[src/rtl/nbody_pkg.sv]
// Shared types and constants for the n-body force scheduling datapath.
package nbody_pkg;

   localparam int ADDR_W = 15;
   localparam int DATA_W = 80;

   localparam logic [14:0] BODY_BASE_DEF  = 15'h000;
   localparam logic [14:0] FORCE_BASE_DEF = 15'h190;

   typedef enum logic [2:0] {
      S_IDLE,
      S_RD_I,
      S_RD_J,
      S_ISSUE,
      S_WAIT_ACC,
      S_WRITE,
      S_DONE
   } sched_state_t;

endpackage

[src/rtl/force_pair_scheduler_lat.sv]
// Read-latency timer: strobes once RD_LAT cycles after the read address
// first appears, then restarts for the next read.
module rd_lat_counter #(
   parameter int RD_LAT = 2
) (
   input  logic i_clk,
   input  logic i_reset,
   input  logic i_en,
   output logic o_valid
);

   localparam int CW = $clog2(RD_LAT + 1) + 1;

   logic [CW-1:0] r_cnt;

   assign o_valid = i_en && (r_cnt == CW'(RD_LAT));

   always_ff @(posedge i_clk) begin
      if (i_reset || !i_en || o_valid) begin
         r_cnt <= '0;
      end else begin
         r_cnt <= r_cnt + 1'b1;
      end
   end

endmodule

[src/rtl/force_pair_scheduler.sv]
// Walks every ordered (target, source) body pair, feeds the force pipeline
// and writes each accumulated target force back to BRAM.
module force_pair_scheduler #(
   parameter int                N          = 2,
   parameter int                ADDR_W     = nbody_pkg::ADDR_W,
   parameter int                DATA_W     = nbody_pkg::DATA_W,
   parameter logic [ADDR_W-1:0] BODY_BASE  = nbody_pkg::BODY_BASE_DEF,
   parameter logic [ADDR_W-1:0] FORCE_BASE = nbody_pkg::FORCE_BASE_DEF,
   parameter int                RD_LAT     = 2
) (
   input  logic              i_clk,
   input  logic              i_reset,
   input  logic              i_start,
   output logic              o_done,
   output logic [ADDR_W-1:0] o_rd_addr,
   input  logic [DATA_W-1:0] i_rd_data,
   output logic [ADDR_W-1:0] o_wr_addr,
   output logic [DATA_W-1:0] o_wr_data,
   output logic              o_wren,
   output logic              o_pair_valid,
   input  logic              i_pair_ready,
   output logic [DATA_W-1:0] o_body_i,
   output logic [DATA_W-1:0] o_body_j,
   output logic              o_last_j,
   input  logic              i_acc_valid,
   input  logic [DATA_W-1:0] i_acc_data
);

   import nbody_pkg::*;

   localparam int            IW      = $clog2(N) + 1;
   localparam logic [IW-1:0] LAST_I  = IW'(N - 1);
   localparam logic [IW-1:0] J_FIRST = (N > 1) ? IW'(1) : '0;

   sched_state_t r_state, w_next;

   logic [IW-1:0]     r_i, r_j;
   logic [IW-1:0]     w_j_inc, w_j_next, w_last_idx;
   logic [DATA_W-1:0] r_body_i, r_body_j, r_acc;
   logic              w_rd_en, w_rd_vld, w_last_j;

   assign w_rd_en = (r_state == S_RD_I) || (r_state == S_RD_J);

   rd_lat_counter #(.RD_LAT(RD_LAT)) u_lat (
      .i_clk   (i_clk),
      .i_reset (i_reset),
      .i_en    (w_rd_en),
      .o_valid (w_rd_vld)
   );

   // The final source skips the target itself, so it is N-2 for the last target.
   assign w_last_idx = (r_i == LAST_I) ? IW'(N - 2) : LAST_I;
   assign w_last_j   = (r_j == w_last_idx);
   assign w_j_inc    = r_j + 1'b1;
   assign w_j_next   = (w_j_inc == r_i) ? w_j_inc + 1'b1 : w_j_inc;

   assign o_body_i = r_body_i;
   assign o_body_j = r_body_j;

   always_ff @(posedge i_clk) begin
      if (i_reset) begin
         r_state <= S_IDLE;
      end else begin
         r_state <= w_next;
      end
   end

   always_comb begin
      w_next       = r_state;
      o_done       = 1'b0;
      o_rd_addr    = '0;
      o_wr_addr    = '0;
      o_wr_data    = '0;
      o_wren       = 1'b0;
      o_pair_valid = 1'b0;
      o_last_j     = 1'b0;
      unique case (r_state)
         S_IDLE: begin
            if (i_start) w_next = S_RD_I;
         end
         S_RD_I: begin
            o_rd_addr = BODY_BASE + ADDR_W'(r_i);
            if (w_rd_vld) w_next = (N == 1) ? S_WRITE : S_RD_J;
         end
         S_RD_J: begin
            o_rd_addr = BODY_BASE + ADDR_W'(r_j);
            if (w_rd_vld) w_next = S_ISSUE;
         end
         S_ISSUE: begin
            o_pair_valid = 1'b1;
            o_last_j     = w_last_j;
            if (i_pair_ready) w_next = w_last_j ? S_WAIT_ACC : S_RD_J;
         end
         S_WAIT_ACC: begin
            if (i_acc_valid) w_next = S_WRITE;
         end
         S_WRITE: begin
            o_wren    = 1'b1;
            o_wr_addr = FORCE_BASE + ADDR_W'(r_i);
            o_wr_data = r_acc;
            w_next    = (r_i == LAST_I) ? S_DONE : S_RD_I;
         end
         S_DONE: begin
            o_done = 1'b1;
            if (i_start) w_next = S_RD_I;
         end
         default: w_next = S_IDLE;
      endcase
   end

   always_ff @(posedge i_clk) begin
      if (i_reset) begin
         r_i      <= '0;
         r_j      <= '0;
         r_body_i <= '0;
         r_body_j <= '0;
         r_acc    <= '0;
      end else begin
         unique case (r_state)
            S_IDLE, S_DONE: begin
               if (i_start) begin
                  r_i <= '0;
                  r_j <= J_FIRST;
               end
            end
            S_RD_I: begin
               if (w_rd_vld) begin
                  r_body_i <= i_rd_data;
                  if (N == 1) r_acc <= '0;
               end
            end
            S_RD_J: begin
               if (w_rd_vld) r_body_j <= i_rd_data;
            end
            S_ISSUE: begin
               if (i_pair_ready && !w_last_j) r_j <= w_j_next;
            end
            S_WAIT_ACC: begin
               if (i_acc_valid) r_acc <= i_acc_data;
            end
            S_WRITE: begin
               // Source index 0 is never the target once i >= 1.
               if (r_i != LAST_I) begin
                  r_i <= r_i + 1'b1;
                  r_j <= '0;
               end
            end
            default: ;
         endcase
      end
   end

endmodule

[config.mk]
export PLATFORM = sky130hd
export DESIGN_NAME = force_pair_scheduler
export DESIGN_NICKNAME = d
export VERILOG_FILES = /design/src/rtl/nbody_pkg.sv /design/src/rtl/force_pair_scheduler_lat.sv /design/src/rtl/force_pair_scheduler.sv
export SDC_FILE = /design/constraint.sdc
export NUM_CORES = 1
export LEC_CHECK = 0
export CORE_AREA = 3 3 172 174
export CTS_BUF_LIST = sky130_fd_sc_hd__clkbuf_2 sky130_fd_sc_hd__clkbuf_4 sky130_fd_sc_hd__clkbuf_8
export DETAILED_ROUTE_END_ITERATION = 8
export DIE_AREA = 0 0 175 177
export PLACE_DENSITY_LB_ADDON = 0.1
export SYNTH_ARGS = -nofsm -noshare
export SYNTH_HDL_FRONTEND = slang
export SYNTH_SLANG_ARGS = --single-unit
[constraint.sdc]
create_clock -name i_clk -period 5.5 [get_ports i_clk]
set_input_delay 1.1 -clock i_clk [delete_from_list [all_inputs] [get_ports i_clk]]
set_output_delay 1.1 -clock i_clk [all_outputs]
set_load 0.01 [all_outputs]
==> impl_metrics.yaml <==
clocking:
  cts_setup_buffers: 0
  cts_made_buffers: 46
  cts_sinks: 250
  clk_path_buf_depth: 3
  clk_pin_slew_ps: 60
  htreeDepth: 2
  cts_hold_buf: 0
  cts_tree: "yes"
  insertion_delay_ps: 570
  cts_root_buf: "clkbuf_8"
  cts-resized-gates: 0
logic_synthesis:
  synth_top_area_frac: 0.513
  synth_area_um2: 9760
  synth_edf_count: 0
  async_flop_share: 0
  synth_cell_types: 44
  ys.warnings.count: 0
  synthFlopType: "dfxtp_1"
  synth_area_leaders: "dfxtp_1, nand2_1, a21oi_1"
  syn_avg_cell_area_um2: 7.65
  syn_inst: 1276
  synth_seq_cells: 250
  yosysSeqAreaShare: 0.513
  synth_area_leader_cell: "dfxtp_1"
final_layout:
  syn2layout_area_growth_pct: 53.3
  drive_gt1_frac: 0.0627
  nets: 1807
  design_area_um2: 15000
  diodes: 0
global_routing:
  grt_first_pass_wirelength_um: 52900
  grt_pass1_vias: 9369
  grt_usage: 0.211
  grt-ovfl-total: 0
  grt_antenna_before_repair: 1
  grt_max_degree: 114
setup_path:
  cp-startpoint: "r_state[0]"
  crit_path_cell_trace: "nor2b_4 -> buf_4 -> a22oi_1 -> nor2_1 -> clkdlybuf4s50_1"
  cp-start-kind: "flop"
  endpoint: "o_rd_addr[0]"
  crit_required_ps: 4400
  reg2reg_to: "r_acc[5]"
  cp.arrival_ps: 3380
  cp-end-kind: "primary output"
  r2r_slack_ps: 2510
  worstSetupPathType: "flop to primary output"
  crit_slowest_cell: "nor2b_4"
  rr_startpoint: "r_state[2]"
  cpPeakStageDelay_ps: 760
  path_max_fanout: 49
  rr_worst_depth: 6
worst_hold_path:
  hold_class: "flop to flop"
sta:
  slew_viol_final: 0
  worst_slew_pin_slew_ps: 1080
  relSlewSlack: 0.277
  finClkSkew_ps: 30.8
  fin_crit_sh: 0.815
  fin_setup_tns_ps: 0
  finalHoldViolCount: 0
  fmax_mhz: 223
  rsz0062_at_grt: "no"
  finalSetupViolCount: 0
  fin_crit_ps: 4480
die:
  rows: 61
  dieArea_um2: 31000
  core_um2: 27900
  die_h_um: 177
  initial_core_util: 0.349
  dieWidth_um: 175
  ios: 439
power_and_ir_drop:
  peakVddDrop_v: 0.000179
  p_leak_nw: 5.36
  totalPowerFinal_w: 0.00466
  powerDensity_nw_per_um2: 312
placement:
  dp_hpwl_um: 22800
  port_buffers: 415
  dpl_cell_area_um2: 13900
  gp_congestion: 0.801
detailed_routing:
  wl_per_cell_um: 16.8
  drc: 0
  drtPass1Iterations: 5
  vias: 9767
  avgViaCountPerCell: 4.76
  routed_wl_um: 34500
  drt-initial-drc-count: 634
  ant_nets: 0
outcome:
  status: "completed"
run:
  drv_cap: 0
-- cell usage after synthesis (4+ instances only) --
cell type	n
nand2_1	488
dfxtp_1	250
a21oi_1	249
and3_1	82
clkbuf_1	77
buf_2	26
buf_4	26
nor2_1	10
nand2b_1	7
nor2b_1	7
inv_1	5
nor3_1	4
o21ai_0	4
-- metrics by stage --
stage / setup slack [ps] / hold slack (ps) / utilization / instances
6_report: 1020 / 448 / 0.535 / 2053
5_1_grt: 771 / 467 / 0.535 / 2053
4_1_cts: 940 / 451 / 0.535 / 2053
3_5_place_dp: 1540 / 444 / 0.499 / 1969
3_3_place_gp: 1680 / 433 / 0.499 / 1969
2_1_floorplan: 2850 / 417 / - / 1298
-- layout by cell type, fill, tap and decap left out, types with 5 or more instances in the layout --
master           Yosys  routed
inv_1                5       5
nand2b_1             7       7
conb_1               1      23
dfxtp_1            250     249
nand2_1            488     487
nor2_1              10      10
buf_4               26       8
a21oi_1            249     249
clkbuf_8             0      61
and3_1              82      82
clkbuf_4             0      17
clkdlybuf4s50_1      0     414
nor2b_1              7       6
-- power breakdown --
group | internal (W) | switching (W)
logic | 0.000301 | 0.000432
clock network | 0.00111 | 0.000781
registers | 0.00191 | 0.000134
-- cell type report --
class / count / area [µm²]
Inverter: 5 / 18.8
Tap cell: 378 / 473
Sequential cell: 250 / 5010
Multi-Input combinational cell: 912 / 4210
Timing Repair Buffer: 424 / 4240
Fill cell: 2708 / 13000
Clock inverter: 6 / 42.5
Clock buffer: 78 / 967
-- registers in the layout (all words and copies together), names as in the netlist --
register and flops:
r_j 2, u_lat.r_cnt 3, r_acc 80, r_state 3, o_body_j 80, r_i 2, o_body_i 80
-- cells by family (layout without fill, tap and decap cells) --
family / Yosys count / in the layout / synth area share
and+or+nand+nor: 611 / 611 / 0.266
AOI/OAI and AO/OA: 271 / 271 / 0.145
other: 1 / 23 / 0.000384
DFF: 250 / 250 / 0.513
muxes: 1 / 1 / 0.00231
xor gates and xnor gates: 3 / 3 / 0.00269
buffers and inverters: 136 / 513 / 0.0672
adders and majority gates: 3 / 3 / 0.00385
-- critical path: cells and delay by family (launching register included) --
family                 cells  cell delay [ps]
flip-flops                 1              730
AO/OA/AOI/OAI              1              150
AND/OR/NAND/NOR            2              920
buffers and inverters      2             1040
-- worst min path at each step --
| stage | start | end | slack (ps) | depth (start not counted) |
|---|---|---|---|---|
| floorplan | u_lat.r_cnt[0] | u_lat.r_cnt[0] | 420 | 1 |
| global placement | u_lat.r_cnt[0] | u_lat.r_cnt[0] | 430 | 1 |
| detailed placement | r_acc[74] | r_acc[74] | 440 | 2 |
| CTS | r_acc[64] | r_acc[64] | 450 | 2 |
| global route | o_body_i[63] | o_body_i[63] | 470 | 2 |
| finish | r_acc[74] | r_acc[74] | 450 | 2 |
-- metal layers --
layer | up-vias | wire (µm) | track usage
met5 | - | 13 | 0
met4 | 2 | 1010 | 0.0728
met3 | 62 | 3490 | 0.0886
met2 | 367 | 16100 | 0.344
met1 | 4498 | 13900 | 0.252
li1 | 4838 | - | -
Note: power is estimated with default switching activity, not from simulation.
